### config.mk
export PLATFORM = sky130hd
export DESIGN_NAME = ls74283_seq_flat
export DESIGN_NICKNAME = d
export VERILOG_FILES = /design/src/rtl/ls74283_seq_if.sv /design/src/rtl/ls74283_seq.sv /design/src/flat_wrapper.sv
export SDC_FILE = /design/constraint.sdc
export NUM_CORES = 1
export LEC_CHECK = 0
export BUFFER_PORTS_ARGS = -buffer_cell sky130_fd_sc_hd__buf_4
export CAP_MARGIN = 25
export CORE_ASPECT_RATIO = 0.75
export CORE_UTILIZATION = 35
export DETAILED_ROUTE_END_ITERATION = 16
export HOLD_SLACK_MARGIN = 0.15
export SETUP_SLACK_MARGIN = 0.02
export SYNTH_ARGS = -nofsm -noshare
export SYNTH_HDL_FRONTEND = slang
export SYNTH_SLANG_ARGS = --single-unit
### constraint.sdc
create_clock -name clk -period 4.25 [get_ports clk]
set_clock_uncertainty 0.05 [all_clocks]
set_input_delay 0.2125 -clock clk [delete_from_list [all_inputs] [get_ports clk]]
set_output_delay 0.2125 -clock clk [all_outputs]
set_load 0.05 [all_outputs]
### src/rtl/ls74283_seq_if.sv
// rtl/ls74283_seq_if.sv - control-unit bus for the nibble-serial add/sub sequencer
interface ls74283_seq_if #(
    parameter int NIBBLES = 4
);
    localparam int W = 4 * NIBBLES;

    logic         start;
    logic         sub;
    logic [W-1:0] op_a;
    logic [W-1:0] op_b;
    logic         ready;
    logic         busy;
    logic         done;
    logic [W-1:0] result;
    logic         cout;
    logic         ovf;
    logic         zero;

    modport master (
        output start, sub, op_a, op_b,
        input  ready, busy, done, result, cout, ovf, zero
    );

    modport slave (
        input  start, sub, op_a, op_b,
        output ready, busy, done, result, cout, ovf, zero
    );
endinterface

### src/rtl/ls74283_seq.sv
// rtl/ls74283_seq.sv - one ls74283 adder reused nibble by nibble for N-nibble add/sub
module ls74283 (
    input  logic [3:0] a,
    input  logic [3:0] b,
    input  logic       cin,
    output logic [3:0] sum,
    output logic       cout
);
    // 4-bit full adder with carry in/out, behaving like the TTL part
    assign {cout, sum} = {1'b0, a} + {1'b0, b} + {4'b0000, cin};
endmodule

module ls74283_seq #(
    parameter int NIBBLES = 4
) (
    input logic              clk,
    input logic              rst_n,
    ls74283_seq_if.slave     bus
);
    localparam int W  = 4 * NIBBLES;
    localparam int IW = (NIBBLES > 1) ? $clog2(NIBBLES) : 1;

    localparam logic [1:0] S_IDLE = 2'd0;
    localparam logic [1:0] S_RUN  = 2'd1;
    localparam logic [1:0] S_DONE = 2'd2;

    logic [1:0]    state;
    logic [IW-1:0] idx;
    logic          carry;
    logic [W-1:0]  a_q;
    logic [W-1:0]  b_q;
    logic [W-1:0]  result_q;
    logic          cout_q;
    logic          ovf_q;
    logic          zero_q;

    logic [3:0]    add_a;
    logic [3:0]    add_b;
    logic [3:0]    add_sum;
    logic          add_cout;
    logic          last;
    logic [W-1:0]  result_nx;

    // B is stored already inverted for subtraction, so the adder only ever adds
    assign add_a = a_q[4*idx +: 4];
    assign add_b = b_q[4*idx +: 4];
    assign last  = (idx == IW'(NIBBLES - 1));

    ls74283 u_add (
        .a    (add_a),
        .b    (add_b),
        .cin  (carry),
        .sum  (add_sum),
        .cout (add_cout)
    );

    // Result as it will look once the current nibble is written; flags on the
    // final nibble are derived from this so they see the complete word
    always_comb begin
        result_nx = result_q;
        result_nx[4*idx +: 4] = add_sum;
    end

    // Sequencer: latch operands, ripple one nibble per clock, pulse done
    always_ff @(posedge clk or negedge rst_n) begin
        if (!rst_n) begin
            state    <= S_IDLE;
            idx      <= '0;
            carry    <= 1'b0;
            a_q      <= '0;
            b_q      <= '0;
            result_q <= '0;
            cout_q   <= 1'b0;
            ovf_q    <= 1'b0;
            zero_q   <= 1'b0;
        end else begin
            case (state)
                S_IDLE: begin
                    if (bus.start) begin
                        a_q      <= bus.op_a;
                        b_q      <= bus.sub ? ~bus.op_b : bus.op_b;
                        carry    <= bus.sub;
                        idx      <= '0;
                        result_q <= '0;
                        state    <= S_RUN;
                    end
                end
                S_RUN: begin
                    result_q <= result_nx;
                    carry    <= add_cout;
                    if (last) begin
                        idx    <= '0;
                        cout_q <= add_cout;
                        ovf_q  <= (a_q[W-1] == b_q[W-1]) && (result_nx[W-1] != a_q[W-1]);
                        zero_q <= (result_nx == '0);
                        state  <= S_DONE;
                    end else begin
                        idx <= idx + 1'b1;
                    end
                end
                S_DONE: begin
                    state <= S_IDLE;
                end
                default: begin
                    state <= S_IDLE;
                end
            endcase
        end
    end

    assign bus.ready  = (state == S_IDLE);
    assign bus.busy   = (state == S_RUN);
    assign bus.done   = (state == S_DONE);
    assign bus.result = result_q;
    assign bus.cout   = cout_q;
    assign bus.ovf    = ovf_q;
    assign bus.zero   = zero_q;
endmodule

### src/flat_wrapper.sv
// flat-port wrapper written by rule: the top's interface ports become plain ports
module ls74283_seq_flat 
#(
    parameter int NIBBLES = 4
)
  (clk, rst_n, bus_start, bus_sub, bus_op_a, bus_op_b, bus_ready, bus_busy, bus_done, bus_result, bus_cout, bus_ovf, bus_zero);
  ls74283_seq_if #(.NIBBLES(NIBBLES)) bus_i ();
  input logic clk;
  input logic rst_n;
  input wire logic [$bits(bus_i.start)-1:0] bus_start;
  input wire logic [$bits(bus_i.sub)-1:0] bus_sub;
  input wire logic [$bits(bus_i.op_a)-1:0] bus_op_a;
  input wire logic [$bits(bus_i.op_b)-1:0] bus_op_b;
  output wire logic [$bits(bus_i.ready)-1:0] bus_ready;
  output wire logic [$bits(bus_i.busy)-1:0] bus_busy;
  output wire logic [$bits(bus_i.done)-1:0] bus_done;
  output wire logic [$bits(bus_i.result)-1:0] bus_result;
  output wire logic [$bits(bus_i.cout)-1:0] bus_cout;
  output wire logic [$bits(bus_i.ovf)-1:0] bus_ovf;
  output wire logic [$bits(bus_i.zero)-1:0] bus_zero;
  assign bus_i.start = bus_start;
  assign bus_i.sub = bus_sub;
  assign bus_i.op_a = bus_op_a;
  assign bus_i.op_b = bus_op_b;
  assign bus_ready = bus_i.ready;
  assign bus_busy = bus_i.busy;
  assign bus_done = bus_i.done;
  assign bus_result = bus_i.result;
  assign bus_cout = bus_i.cout;
  assign bus_ovf = bus_i.ovf;
  assign bus_zero = bus_i.zero;
  ls74283_seq #(.NIBBLES(NIBBLES)) u_core (.clk(clk), .rst_n(rst_n), .bus(bus_i));
endmodule
==> results of run 1 <==
## path summary, 6_finish.rpt
path	from	endpoint	slack, ps	cells after the start
setup / recovery	u_core.idx[0]$_DFFE_PN0P_	u_core.bus.result[13]$_DFFE_PN0P_	1460	6
hold reg to reg	u_core.bus.cout$_DFFE_PN0P_	u_core.bus.cout$_DFFE_PN0P_	440	2
hold / removal	bus_op_b[8]	u_core.b_q[8]$_DFFE_PN0P_	160	3
min in group asynchronous	rst_n	u_core.bus.result[14]$_DFFE_PN0P_	450	2
max in group asynchronous	rst_n	u_core.b_q[7]$_DFFE_PN0P_	3230	2
setup reg to reg	u_core.idx[0]$_DFFE_PN0P_	u_core.bus.result[13]$_DFFE_PN0P_	1460	6
## layer usage
| layer | vias to the layer above | share of wire | global-route usage |
|---|---|---|---|
| li1 | 991 | - | - |
| met1 | 994 | 0.50 | 0.219 |
| met2 | 54 | 0.45 | 0.248 |
| met3 | 5 | 0.049 | 0.0310 |
| met4 | 0 | 0.0082 | 0.0375 |
| met5 | - | 0 | 0 |
## synthesized netlist by cell type (2+ instances only)
cell | count | area share
mux4_1 | 8 | 0.074
buf_2 | 4 | 0.0071
dfrtp_1 | 56 | 0.50
xnor2_1 | 17 | 0.053
inv_1 | 8 | 0.011
a22o_1 | 13 | 0.040
mux2_2 | 16 | 0.064
o31ai_1 | 2 | 0.0053
nand2_1 | 3 | 0.0040
nand2b_1 | 2 | 0.0044
nor4_1 | 5 | 0.011
o21ai_0 | 2 | 0.0035
buf_6 | 3 | 0.012
a32o_1 | 4 | 0.014
buf_4 | 2 | 0.0053
a21oi_2 | 2 | 0.0062
a21oi_1 | 22 | 0.039
nand3_1 | 4 | 0.0071
ha_1 | 9 | 0.040
o22ai_1 | 2 | 0.0044
fa_1 | 2 | 0.014
nor2_1 | 21 | 0.028
nand3b_1 | 2 | 0.0053
nor3_1 | 2 | 0.0035
and4bb_2 | 2 | 0.0088
a21o_1 | 2 | 0.0053
## layout make-up
cell class              instances  area, sq um  share of cell area
clock buffers                   7         96.3              0.0261
inverters                       8         30.0             0.00814
multi-input cells             152         1310               0.355
flip-flops and latches         56         1400               0.380
well taps                     101          126              0.0342
repair buffers                 86          726               0.197
## power breakdown
group | total, mW | switching [mW] | internal (mW)
clock | 0.308 | 0.162 | 0.146
combinational | 1.86 | 1.08 | 0.781
sequential | 0.966 | 0.190 | 0.776
## metrics by stage
step / hold slack, ps / worst slack (ps)
detailed placement: 261 / 1480
finish: 156 / 1460
floorplan: -133 / 1610
global route: 157 / 1280
CTS: 152 / 1440
global placement: 261 / 1520
## kinds of logic after synthesis
kind of cell    count (synthesis)  share of synthesized area
flops                          56                      0.496
mux                            24                      0.138
fa+ha+maj                      11                     0.0540
buf+inv                        19                     0.0411
compound gates                 53                      0.130
xor+xnor                       18                     0.0558
simple gates                   46                     0.0858
## registers in the layout, indices dropped and copies added (netlist names)
| name | flops |
|---|---|
| u_core.state | 2 |
| u_core.idx | 2 |
| u_core.a_q | 16 |
| u_core.b_q | 16 |
| u_core.bus.ovf | 1 |
| u_core.bus.cout | 1 |
| u_core.bus.result | 16 |
| u_core.bus.zero | 1 |
| u_core.carry | 1 |
## critical path, stage by stage (launching register included)
cell and delay, ps:
dfrtp_1 560, mux4_1 630, fa_1 440, inv_1 90, fa_1 420, nor2_1 340
a22o_1 190
==> results.tsv, run 1 <==
metric	value	unit
outcome	finished clean	
synth_ff_type	dfrtp_1	
cts_buffer_depth	2	
avgViaCountPerCell	4.99	
cts-root-buf	clkbuf_8	
rsz0062_at_grt	false	
placed_area	3300	sq um
design_area	3690	sq um
setup_viol	0	
die_x	106	um
cp_max_fo	9	
grt_max_degree	57	
clkTransAtPathRegs	90	ps
timing.setup.tns	0	ps
cp.required	4440	ps
cellLeakagePower	1.66	nW
final_util	0.488	
setup.worst_path.start_class	flop	
nets	356	
finalCritPeriodShare	0.655	
die_h	79.8	um
antenna_left	0	
grt_pass1_wl	10.2	mm
yosysWarnings	0	
avgSynthCellArea	12.5	sq um
routed_wl	6.07	mm
die_area	8450	sq um
hold_class	in2reg	
antenna_found_initial	0	
cts_made_buffers	5	
syn_to_final_growth	30.5	%
critPathKind	reg2reg	
power_density	849	nW/um^2
synth_cell_types	38	
dp_hpwl	4.25	mm
tightest_slew	698	ps
drv_slew	0	
grt_use_total	0.156	
finalCriticalPeriod	2790	ps
vias	2044	
synth-edff-count	0	
final_cell_mix	58 x buf_4, 56 x dfrtp_1, 27 x dlygate4sd3_1	
fp-row-count	27	
max_slew_margin	0.534	
drive_above_1_share	0.291	
dp_cells	375	
cts_hold_buf	27	
h-tree-depth	2	
cts_tree	done	
dr.pass1.iters	4	
cts_setup_buffers	0	
ir_worst_vdd	370	uV
coreArea	7570	sq um
pin_count	58	
async_flop_share	1.00	
grt_overflow_total	0	
fmax	359	MHz
synth_nets	274	
critPathArrivalTime	2980	ps
drc	0	
maxCapViolCount	0	
wl_per_cell	14.8	um
diodes	0	
hold_viol_final	0	
cts_sinks	56	
end_kind	flop	
nFillCells	686	
fin_cells	410	
drt_iter0_drc	83	
syn_area	2830	sq um
port_buffers	57	
power	3.13	mW
clock_latency	300	ps
post_cts_resized	0	
syn_inst	227	
yosysSeqAreaShare	0.496	
synth_seq_cells	56	
gp_congestion	0.734	
grt_pass1_vias	2032	
final_common_cell	buf_4	
start_util	0.374	
Power figures use the tool's default switching activity.
==> run 2, diff against run 1 <==
==> constraint.sdc (replaced) <==
create_clock -name clk -period 2.7 [get_ports clk]
set_clock_uncertainty 0.05 [all_clocks]
set_input_delay 0.135 -clock clk [delete_from_list [all_inputs] [get_ports clk]]
set_output_delay 0.135 -clock clk [all_outputs]
set_load 0.05 [all_outputs]
==> results.tsv, run 2 (synthesis gave the netlist of run 1 again) <==
metric	value	unit
outcome	finished clean	
drive_above_1_share	0.295	
critPathKind	reg2reg	
pin_count	58	
avgViaCountPerCell	4.95	
cts_sinks	56	
cts_hold_buf	33	
rsz0062_at_grt	false	
cp.required	2860	ps
seq_power_share	0.301	
drc	0	
cts-root-buf	clkbuf_8	
finalCritPeriodShare	0.944	
fp-row-count	27	
drt_iter0_drc	81	
syn_to_final_growth	33.0	%
dp_hpwl	4.33	mm
post_cts_resized	0	
swShare	0.457	
cts_made_buffers	5	
ir_worst_vdd	652	uV
antenna_left	0	
cts_setup_buffers	0	
p_comb_frac	0.598	
critPathArrivalTime	2710	ps
finalCriticalPeriod	2550	ps
final_common_cell	buf_4	
h-tree-depth	2	
grt_pass1_vias	1993	
clkTransAtPathRegs	110	ps
gp_congestion	0.804	
maxCapViolCount	0	
die_x	106	um
design_area	3760	sq um
die_area	8450	sq um
placed_area	3330	sq um
die_h	79.8	um
antenna_found_initial	0	
power_density	1310	nW/um^2
max_slew_margin	0.532	
routed_wl	6.17	mm
grt_overflow_total	0	
start_util	0.374	
switchingPower	2.25	mW
fin_hold_ws	237	ps
vias	2081	
p_clk_frac	0.101	
final_cell_mix	62 x buf_4, 56 x dfrtp_1, 33 x dlygate4sd3_1	
timing.setup.tns	0	ps
coreArea	7570	sq um
clock_latency	310	ps
cp_max_fo	11	
diodes	0	
port_buffers	57	
grt_use_total	0.156	
setup.worst_path.start_class	flop	
grt_pass1_wl	10.2	mm
fmax	392	MHz
tightest_slew	702	ps
end_kind	flop	
grt_max_degree	57	
hold_class	in2reg	
power	4.93	mW
cts_buffer_depth	2	
pre_cts_ws	141	ps
hold_viol_final	0	
setup_viol	0	
cellLeakagePower	1.70	nW
cts_tree	done	
drv_slew	0	
nets	365	
dr.pass1.iters	4	
setup_ws	150	ps
wl_per_cell	14.7	um
p_int	2.67	mW
run 2: area by class of cell:
cell class | count | area [sq um]
flip-flops and latches | 56 | 1400
clock inverters | 2 | 13.8
inverters | 8 | 30.0
well taps | 101 | 126
fillers | 704 | 3810
multi-input cells | 152 | 1310
repair buffers | 95 | 796
clock buffers | 6 | 82.6
run 2: power groups by stage:
stage	registers, mW	logic, mW	clock network (mW)
global placement	1.50	2.90	0
finish	1.49	2.95	0.496
floorplan	1.80	1.86	0
global route	1.54	3.20	0.533
detailed placement	1.51	2.93	0
CTS	1.49	2.98	0.500
run 2: critical path, cell delays in order (launching register included):
cell and delay, ps:
dfrtp_1 430, buf_4 220, mux4_1 590, ha_1 310, a21o_1 190, a21oi_2 140, xnor2_1 210, o32ai_1 130
a22o_1 190
run 2: metrics by stage:
stage | std cells | utilization
2_1_floorplan | 227 | -
3_3_place_gp | 379 | 0.441
3_5_place_dp | 379 | 0.441
4_1_cts | 420 | 0.497
5_1_grt | 420 | 0.497
6_report | 420 | 0.497
run 2: final timing paths:
check,startpoint,to,slack [ps],depth (start not counted)
worst max-delay path,u_core.idx[0]$_DFFE_PN0P_,u_core.bus.zero$_DFFE_PN0P_,150,8
worst min register to register,u_core.bus.cout$_DFFE_PN0P_,u_core.bus.cout$_DFFE_PN0P_,450,2
min in group asynchronous,rst_n,u_core.bus.result[14]$_DFFE_PN0P_,360,2
worst min-delay path,bus_sub,u_core.b_q[2]$_DFFE_PN0P_,240,3
worst max register to register,u_core.idx[0]$_DFFE_PN0P_,u_core.bus.zero$_DFFE_PN0P_,150,8
max in group asynchronous,rst_n,u_core.b_q[14]$_DFFE_PN0P_,1770,2
run 2: metal layers:
metal  wire length [um]  track usage  share of wire
met5                  0            0              0
met4                 20       0.0250         0.0032
met3                232       0.0327          0.038
met2               2800        0.241           0.45
met1               3120        0.227           0.51
